## src/rtl/sc_pkg.sv

```systemverilog
// Shared types and constants for the stochastic bitstream accumulator.
package sc_pkg;

    typedef enum logic [1:0] {
        StIdle  = 2'd0,
        StAccum = 2'd1,
        StHold  = 2'd2
    } state_e;

    localparam int unsigned DefaultN      = 8;
    localparam int unsigned DefaultWindow = 2 ** DefaultN;

    // Ceiling log2; used to check that CW can represent WINDOW inclusive.
    function automatic int unsigned clog2(input int unsigned value);
        int unsigned r;
        r = 0;
        while ((r < 32) && ((64'd1 << r) < 64'(value))) begin
            r = r + 1;
        end
        return r;
    endfunction

endpackage

```

## src/rtl/sc_window_counter.sv

```systemverilog
// Sample/ones counter pair for one conversion window; done flags the sample that closes it.
module sc_window_counter
    import sc_pkg::*;
#(
    parameter int unsigned CW     = 9,
    parameter int unsigned WINDOW = DefaultWindow
) (
    input  logic          clk_i,
    input  logic          rst_i,
    input  logic          clear_i,
    input  logic          inc_en_i,
    input  logic          bit_i,
    output logic [CW-1:0] sample_cnt_o,
    output logic [CW-1:0] ones_cnt_o,
    output logic          done_o
);

    logic [CW-1:0] sample_cnt_q, sample_cnt_d;
    logic [CW-1:0] ones_cnt_q, ones_cnt_d;

    always_comb begin
        sample_cnt_d = sample_cnt_q;
        ones_cnt_d   = ones_cnt_q;
        if (clear_i) begin
            sample_cnt_d = '0;
            ones_cnt_d   = '0;
        end else if (inc_en_i) begin
            sample_cnt_d = sample_cnt_q + CW'(1);
            ones_cnt_d   = ones_cnt_q + CW'(bit_i);
        end
    end

    always_ff @(posedge clk_i or posedge rst_i) begin
        if (rst_i) begin
            sample_cnt_q <= '0;
            ones_cnt_q   <= '0;
        end else begin
            sample_cnt_q <= sample_cnt_d;
            ones_cnt_q   <= ones_cnt_d;
        end
    end

    assign done_o       = inc_en_i && ((sample_cnt_q + CW'(1)) == CW'(WINDOW));
    assign sample_cnt_o = sample_cnt_q;
    assign ones_cnt_o   = ones_cnt_q;

endmodule

```

## src/rtl/sc_bitstream_accumulator.sv

```systemverilog
// Counts ones over a WINDOW-sample stochastic bitstream and hands the count out via valid/ready.
// Optional abort input enabled by defining SC_ABORT_EN.
module sc_bitstream_accumulator
    import sc_pkg::*;
#(
    parameter int unsigned N      = DefaultN,
    parameter int unsigned WINDOW = 2 ** N,
    parameter int unsigned CW     = N + 1
) (
    input  logic          clk,
    input  logic          rst,
`ifdef SC_ABORT_EN
    input  logic          abort,
`endif
    input  logic          start,
    input  logic          bit_in,
    input  logic          bit_valid,
    output logic          gen_enable,
    output logic          busy,
    output logic [CW-1:0] result,
    output logic          result_valid,
    input  logic          result_ready
);

    if ((WINDOW < 1) || (WINDOW > 2 ** N)) begin : g_bad_window
        $error("WINDOW must lie in 1..2**N");
    end
    if (clog2(WINDOW + 1) > CW) begin : g_bad_cw
        $error("CW too narrow to hold WINDOW");
    end

    state_e        state_q;
    logic [CW-1:0] result_q;
    logic          result_valid_q;

    logic          abort_act;
    logic          cnt_clear;
    logic          cnt_inc;
    logic          win_done;
    logic [CW-1:0] sample_cnt;
    logic [CW-1:0] ones_cnt;

`ifdef SC_ABORT_EN
    assign abort_act = abort && (state_q == StAccum);
`else
    assign abort_act = 1'b0;
`endif

    // Counters sit at zero throughout IDLE so a window always opens from a clean count.
    assign cnt_clear = (state_q == StIdle) || abort_act;
    assign cnt_inc   = (state_q == StAccum) && bit_valid && !abort_act;

    sc_window_counter #(
        .CW     (CW),
        .WINDOW (WINDOW)
    ) u_window_counter (
        .clk_i        (clk),
        .rst_i        (rst),
        .clear_i      (cnt_clear),
        .inc_en_i     (cnt_inc),
        .bit_i        (bit_in),
        .sample_cnt_o (sample_cnt),
        .ones_cnt_o   (ones_cnt),
        .done_o       (win_done)
    );

    always_ff @(posedge clk or posedge rst) begin
        if (rst) begin
            state_q        <= StIdle;
            result_q       <= '0;
            result_valid_q <= 1'b0;
        end else begin
            case (state_q)
                StIdle: begin
                    if (start) begin
                        state_q <= StAccum;
                    end
                end
                StAccum: begin
                    if (abort_act) begin
                        state_q <= StIdle;
                    end else if (win_done) begin
                        result_q       <= ones_cnt + CW'(bit_in);
                        result_valid_q <= 1'b1;
                        state_q        <= StHold;
                    end
                end
                StHold: begin
                    if (result_ready) begin
                        result_valid_q <= 1'b0;
                        state_q        <= StIdle;
                    end
                end
                default: state_q <= StIdle;
            endcase
        end
    end

    // The window must close before the sample count can reach WINDOW while accumulating.
    always_comb begin
        if (state_q == StAccum) begin
            assert (sample_cnt < CW'(WINDOW));
        end
    end

    assign gen_enable   = (state_q == StAccum);
    assign busy         = (state_q != StIdle);
    assign result       = result_q;
    assign result_valid = result_valid_q;

endmodule

```

## config.mk

```make
export PLATFORM = sky130hd
export DESIGN_NAME = sc_bitstream_accumulator
export DESIGN_NICKNAME = d
export VERILOG_FILES = /design/src/rtl/sc_pkg.sv /design/src/rtl/sc_window_counter.sv /design/src/rtl/sc_bitstream_accumulator.sv
export SDC_FILE = /design/constraint.sdc
export NUM_CORES = 1
export LEC_CHECK = 0
export BUFFER_PORTS_ARGS = -buffer_cell sky130_fd_sc_hd__buf_2
export CORE_AREA = 2 2 58 66
export CTS_BUF_LIST = sky130_fd_sc_hd__clkbuf_8
export DETAILED_ROUTE_END_ITERATION = 7
export DIE_AREA = 0 0 60 68
export PLACE_DENSITY = 0.76
export SLEW_MARGIN = 20
export SYNTH_ARGS = -nofsm -noshare
export SYNTH_HDL_FRONTEND = slang
export SYNTH_HIERARCHICAL = 1
export SYNTH_SLANG_ARGS = --single-unit
```

## constraint.sdc

```tcl
create_clock -name clk -period 6.3 [get_ports clk]
set_clock_uncertainty 0.2 [all_clocks]
set_input_delay 0.315 -clock clk [delete_from_list [all_inputs] [get_ports clk]]
set_output_delay 0.315 -clock clk [all_outputs]
set_load 0.05 [all_outputs]
```

==> results of run 1 <==
power breakdown:
group,internal [mW],switching (mW)
Sequential,0.229,0.0569
Combinational,0.0553,0.0658
Clock,0.110,0.0677
Total,0.395,0.190
worst min path at each step:
stage	from	to	slack, ns	cells after the start
CTS	start	state_q[0]$_DFFE_PP0P_	0.08	3
floorplan	rst	result[0]$_DFFE_PP0P_	-0.02	1
global route	start	state_q[0]$_DFFE_PP0P_	0.1	3
finish	start	state_q[0]$_DFFE_PP0P_	0.08	3
global placement	rst	state_q[0]$_DFFE_PP0P_	0.15	2
detailed placement	rst	state_q[0]$_DFFE_PP0P_	0.16	2
cell type report:
type	instances	area (sq um)
Clock buffer	8	110
Fill cell	322	1650
Inverter	7	26.3
Multi-Input combinational cell	126	783
Sequential cell	30	751
Tap cell	50	62.6
Timing Repair Buffer	18	95.1
cell families after synthesis:
logic type | count (synthesis)
xor+xnor | 15
buf+inv | 13
mux | 4
flops | 30
compound gates | 23
simple gates | 79
fa+ha+maj | 5
per-stage QoR:
stage | power, mW | hold WS [ns] | cells | setup WS, ns | area (sq um)
4_1_cts | 0.591 | 0.0805 | 239 | 3.38 | 1830
6_report | 0.585 | 0.0810 | 239 | 3.42 | 1830
2_1_floorplan | 0.376 | -0.0203 | 169 | 3.25 | 1600
3_5_place_dp | 0.407 | 0.159 | 230 | 3.42 | 1710
5_1_grt | 0.629 | 0.0976 | 239 | 3.15 | 1830
3_3_place_gp | 0.404 | 0.151 | 230 | 3.50 | 1710
state kept, by name (all words and copies together) (netlist names):
register and flops:
result 9, result_valid 1, state_q 2, u_window_counter/ones_cnt_o 9, u_window_counter/sample_cnt_o 9
per-layer routing:
metal | routed length [um] | vias to the layer above
met3 | 117 | 7
li1 | - | 622
met5 | 0 | -
met2 | 1310 | 21
met4 | 70 | 0
met1 | 1290 | 549
layout by cell type, fill, tap and decap left out, drive strengths merged, types with 2 or more instances in the layout:
cell      n
and3      2
xnor2     6
clkbuf    8
dfrtp    30
o2111ai   2
xor2      9
nor3      3
o211ai    4
or4       3
o21ai     9
nor2     20
nand4     4
buf      17
or3       5
nand3    10
mux2i     4
nand2    24
inv       7
a21oi     5
ha        5
timing repair:
item,in CTS,in global routing
setup endpoints to repair,0,0
hold buffers,1,0
setup buffers,0,0
hold endpoints to repair,30,0
worst register-to-register path: cells and delay by family, from the launching register on:
family / cells / cell delay, ns
AO/OA/AOI/OAI: 2 / 0.58
flip-flops: 1 / 0.49
AND/OR/NAND/NOR: 5 / 1.55
==> summary.txt, run 1 <==
Global routing
  • Met2 track demand over resource: 0.254
  • Total gr overflow: 0
  • Global routing usage summed across all routing layers: 0.163
  • Most used routing layer: met2
  • Via count of the first global-routing pass: roughly 1,100
  • Met3 global-route usage: 0.0643
  • Met1 layer usage reported by global route: 0.195
  • First-pass GRT wire length: slightly below 5 mm
  • Maximum number of pins on one net before global-route repair: 21
  • Number of antenna violations at the first check in global routing: 0

Critical path
  • Category of the most critical setup path: reg2reg
  • Family of cells with the greatest summed delay on the critical path: simple AND/OR/NAND/NOR gates
  • Number of cells on the worst reg-to-reg path: 7
  • Capturing element type of the critical path: register
  • Total stage count of the critical path: 7
  • Critical Path Start: state_q[0]$_DFFE_PP0P_
  • Worst setup path endpoint: result[8]$_DFFE_PP0P_
  • Cell-by-cell trace of the critical path: nor2b_1, and2_1, o2111ai_1, a21oi_1, nand3b_4, or4_1, nand3_1
  • CP max FO: 15
  • R2R setup slack: between 3 and 4 ns
  • WP data required: about 6.3 ns
  • End of the worst register-to-register path: result[8]$_DFFE_PP0P_
  • CP startpoint kind: register
  • Start of the worst register-to-register path: state_q[0]$_DFFE_PP0P_
  • Slowest cell delay on critical path: ~0.54 ns
  • Critical path data arrival time: around 2.9 ns
  • Buffer and inverter count on the worst path: 0
  • Cell with the largest stage delay on the worst path: sky130_fd_sc_hd__or4_1

Route
  • DRT iter0 DRCs: 44
  • Antenna violation net count after detailed routing: 0
  • Total number of vias: around 1,200
  • Drt pass-1 iters: 4
  • Routed wire length: between 2 and 3 mm
  • Wire length per cell: approximately 12 um
  • Vias per cell: around 5
  • Drt drc: 0

CTS
  • Total CTS buffers: 5
  • Clock transition at path regs: 0.06 ns
  • Maximum level of the CTS H-tree: 2
  • Cell at the root of the clock tree: sky130_fd_sc_hd__clkbuf_8
  • Number of sinks driven by the clock tree: 30
  • CTS tree: done
  • Post-cts resize count: 0
  • Clock latency on the worst-skew pair: about 0.28 ns
  • Clock Tree Buf Depth: 2

Synth
  • Post-synthesis instance area: roughly 1600 sq um
  • XOR/XNOR Fraction of Synth Area: 0.0823
  • Proportion of synthesized area in mux cells: 0.0251
  • Post-Syn Instances: between 150 and 200
  • Cell variety after synth: 37
  • Library cell with the highest instance count after synthesis: sky130_fd_sc_hd__dfrtp_1
  • Synth Area in Simple Gates: 0.251
  • Part of the Yosys area used for sequential elements: 0.470
  • Most instantiated cells after synthesis: sky130_fd_sc_hd__dfrtp_1, sky130_fd_sc_hd__nand2_1, sky130_fd_sc_hd__nor2_1
  • Nets in the synthesized netlist: 180
  • Ys flop type: sky130_fd_sc_hd__dfrtp_1
  • Count of flip-flops with a built-in enable after synthesis: 0
  • Fraction of synthesis flops using an asynchronous set or reset pin: 1.00
  • Top cell type by total area after synthesis: sky130_fd_sc_hd__dfrtp_1
  • Yosys top cell area share: 0.470
  • Flip-flop and latch count after synthesis: 30
  • Yosys warning count: 6
  • Complex-gate fraction of the synthesized area: 0.0933
  • Area share of fa/ha/maj cells after synthesis: 0.0392
  • Largest family of logic cells by synthesized area: simple AND/OR/NAND/NOR gates
  • Avg Synthesized Cell Area: ~9.4 sq um
  • Ranking of synthesized cells by area: sky130_fd_sc_hd__dfrtp_1, sky130_fd_sc_hd__nand2_1, sky130_fd_sc_hd__xor2_1, sky130_fd_sc_hd__nor2_1, sky130_fd_sc_hd__ha_1

Place
  • Gpl congestion: slightly below 0.9
  • Number of buffer cells added on primary ports: 17
  • Detailed placer's ending HPWL: about 1.9 mm

Floorplanning
  • Overall die width: around 60 um
  • Floorplan core area: around 3500 sq um
  • Top-Level Pins: 18
  • Die H: between 60 and 70 um
  • Cell row count: 23
  • Initial core utilization: 0.458
  • Die Area: slightly above 4000 sq um

Timing
  • Pins Over Slew Limit: 0
  • Min Tclk post-route: about 2.9 ns
  • Aggregate negative setup slack: 0 ns
  • Final setup violation count: 0
  • Slew margin rel.: 0.558
  • Number of hold-slack violations in the final timing report: 0
  • Achievable clock frequency: between 300 and 400 MHz
  • Actual slew at the worst max-slew pin: 0.662 ns
  • Share of the cycle needed by the critical path after routing: 0.457
  • RSZ-0062 raised after global routing: no

Pwr
  • Pwr Density: ~320 nW/um^2
  • Maximum VDD drop: about 0.13 mV
  • Reported leakage power: between 0.8 and 0.9 nW

Worst hold path
  • Hold/Removal Path Class: in2reg

Final layout
  • Diode count: 0
  • Area growth, synth to finish: 14.5%
  • Ratio of cells with drive above 1 in the final layout: 0.159
  • Final Core Density: 0.525
  • Layout net count: around 200

Flow run
  • Max-capacitance violation count: 0

Outcome
  • Outcome: completed
(Power assumes the default switching activity.)
==> inputs of run 2 (changes only) <==
clock period = 2.8 ns   (was 6.3 ns; I/O delays follow)
==> run 2 against run 1 <==
Net effect:
- wire length up 4.4%
- first-iteration DRC count grew 61%
- critical path type unchanged
- largest power group unchanged
- fmax grew 13%
==> summary.txt, run 2 (synthesis results as in run 1) <==
Route
  • DRT iter0 DRCs: 71 (+61%)
  • Drt drc: 0 (unchanged)
  • Vias per cell: 5.15 (+2.6%)
  • Routed wire length: 2.91 mm (+4.4%)
  • Antenna violation net count after detailed routing: 0 (unchanged)
  • Wire length per cell: 12.0 um (+2.7%)
  • Total number of vias: 1,251 (+4.3%)
  • Drt pass-1 iters: 4 (unchanged)

Pwr
  • Pwr Density: 670 nW/um^2 (+110%)
  • Reported leakage power: 0.869 nW (+1.7%)
  • Maximum VDD drop: 0.275 mV (+110%)

CTS
  • Total CTS buffers: 5 (unchanged)
  • Cell at the root of the clock tree: sky130_fd_sc_hd__clkbuf_8
  • Number of sinks driven by the clock tree: 30 (unchanged)
  • Number of buffers added for setup after CTS: 0 (unchanged)
  • Clock latency on the worst-skew pair: 0.28 ns (about the same)
  • Post-cts resize count: 0 (unchanged)
  • Clock Tree Buf Depth: 2 (unchanged)
  • Clock transition at path regs: 0.06 ns (about the same)
  • CTS tree: done
  • Maximum level of the CTS H-tree: 2 (unchanged)

Critical path
  • Cell with the largest stage delay on the worst path: sky130_fd_sc_hd__or4_1
  • CP startpoint kind: register
  • Capturing element type of the critical path: register
  • Slowest cell delay on critical path: 0.51 ns (-0.03 ns)
  • CP most frequent cell: sky130_fd_sc_hd__nand3_1
  • Critical path data arrival time: 2.57 ns (-0.33 ns)
  • End of the worst register-to-register path: result[7]$_DFFE_PP0P_
  • R2R setup slack: 0.24 ns (-3.18 ns)
  • Number of cells on the worst reg-to-reg path: 8 (+1)
  • Start of the worst register-to-register path: u_window_counter/sample_cnt_o[0]$_DFFE_PP0P_
  • CP max FO: 4 (-11)
  • Cell-by-cell trace of the critical path: ha_1, nand3_1, nor2_1, or3_1, a21oi_1, nand3b_4, or4_1, nand3_1
  • WP data required: 2.81 ns (-3.51 ns)
  • Category of the most critical setup path: reg2reg

Global routing
  • Met3 global-route usage: 0.0567 (-0.00756)
  • Maximum number of pins on one net before global-route repair: 19 (-9.5%)
  • Total gr overflow: 0 (unchanged)
  • Number of antenna violations at the first check in global routing: 0 (unchanged)
  • Via count of the first global-routing pass: 1,178 (+8.5%)
  • Most used routing layer: met2
  • Met1 layer usage reported by global route: 0.186 (-0.00878)
  • Global routing usage summed across all routing layers: 0.170 (+0.00689)
  • First-pass GRT wire length: 5.02 mm (+3.6%)
  • Met2 track demand over resource: 0.284 (+0.0299)

Floorplanning
  • Top-Level Pins: 18 (unchanged)
  • Die H: 68 um (unchanged)
  • Floorplan core area: 3480 sq um (unchanged)
  • Die Area: 4080 sq um (unchanged)
  • Cell row count: 23 (unchanged)
  • Initial core utilization: 0.458 (unchanged)
  • Overall die width: 60 um (unchanged)

Timing
  • Min Tclk post-route: 2.56 ns (-0.321 ns)
  • Final worst slack: 0.243 ns (-3.18 ns)
  • Achievable clock frequency: 391 MHz (+13%)
  • Number of hold-slack violations in the final timing report: 0 (unchanged)
  • RSZ-0062 raised after global routing: no
  • Aggregate negative setup slack: 0 ns (unchanged)
  • Pins Over Slew Limit: 0 (unchanged)
  • Slew margin rel.: 0.540 (-0.0184)
  • Share of the cycle needed by the critical path after routing: 0.913 (+0.456)
  • Actual slew at the worst max-slew pin: 0.689 ns (+0.0276 ns)
  • Final setup violation count: 0 (unchanged)

Final layout
  • Highest-count cells in the layout ignoring fill and taps: sky130_fd_sc_hd__dfrtp_1, sky130_fd_sc_hd__nand2_1, sky130_fd_sc_hd__nor2_1
  • Final Core Density: 0.528 (+0.00323)
  • Filler-free cell count of the finished design: 243 (+1.7%)
  • Diode count: 0 (unchanged)
  • Area growth, synth to finish: 15.2%
  • Layout net count: 204 (+2.5%)
  • Leading cell type in the layout, fill and taps excluded: sky130_fd_sc_hd__dfrtp_1
  • Ratio of cells with drive above 1 in the final layout: 0.161 (+0.00189)

Place
  • Placed Instances: 233 (+1.3%)
  • Gpl congestion: 0.904 (+3.9%)
  • Detailed placer's ending HPWL: 2.11 mm (+8.3%)
  • Setup slack at placement: 0.269 ns (-3.16 ns)
  • Number of buffer cells added on primary ports: 17 (unchanged)

Flow run
  • Max-capacitance violation count: 0 (unchanged)

Outcome
  • Outcome: completed

Worst hold path
  • Hold/Removal Path Class: in2reg
  • Critical hold path startpoint: bit_in
  • Hold Crit Endpoint: result[0]$_DFFE_PP0P_
  • Hold Path Depth: 4 (+1)
==> run 2: cell count changes in the layout (fill, tap and decap cells not counted), sizes merged <==
cell | before | now
clkbuf | 8 | 5
dlygate4sd3 | 1 | 3
buf | 17 | 20
inv | 7 | 9
==> run 2: repair_timing <==
action,CTS,global route
hold buffers,3,0
hold endpoints to repair,33,0
endpoints found under the setup margin,0,0
==> run 2: worst max path at each step <==
stage,to,slack [ns],depth (start not counted),from
finish,result[7]$_DFFE_PP0P_,0.24,8,u_window_counter/sample_cnt_o[0]$_DFFE_PP0P_
global route,result[8]$_DFFE_PP0P_,0.1,8,u_window_counter/sample_cnt_o[0]$_DFFE_PP0P_
global placement,result[8]$_DFFE_PP0P_,0.33,8,u_window_counter/sample_cnt_o[0]$_DFFE_PP0P_
CTS,result[7]$_DFFE_PP0P_,0.24,8,u_window_counter/sample_cnt_o[0]$_DFFE_PP0P_
floorplan,result[8]$_DFFE_PP0P_,0.04,9,state_q[0]$_DFFE_PP0P_
detailed placement,result[7]$_DFFE_PP0P_,0.27,8,u_window_counter/sample_cnt_o[0]$_DFFE_PP0P_
==> run 2: area by class of cell <==
cell class              count  area [sq um]
clock buffers               5          68.8
flip-flops and latches     30           751
inverters                   7          26.3
well taps                  50          62.6
fillers                   323          1640
multi-input cells         126           786
repair buffers             23           138
clock inverters             2          7.51
==> run 2: where the power goes <==
part,total [mW],internal (mW),switching [mW]
sequential,0.645,0.516,0.129
clock,0.313,0.163,0.150
combinational,0.274,0.128,0.146
total,1.23,0.807,0.425
==> run 2: per-layer routing <==
| layer | vias to the layer above | wire length [um] |
|---|---|---|
| met4 | 0 | 90 |
| met1 | 592 | 1330 |
| met3 | 7 | 105 |
| li1 | 630 | - |
| met5 | - | 0 |
| met2 | 22 | 1380 |
==> run 2: critical path, delay by kind of cell (launching register included) <==
kind                       cells  cell delay, ns
and+or+nand+nor                6            1.26
AOI/OAI and AO/OA              1            0.37
DFF                            1            0.42
adders and majority gates      1            0.24
==> run 2: through the flow <==
step / cell area, sq um / hold slack (ns) / power [mW]
6_report: 1840 / 0.0294 / 1.23
5_1_grt: 1840 / 0.0754 / 1.33
4_1_cts: 1840 / 0.0351 / 1.24
3_5_place_dp: 1730 / -0.0307 / 0.921
3_3_place_gp: 1730 / -0.0276 / 0.908
2_1_floorplan: 1600 / -0.195 / 0.846
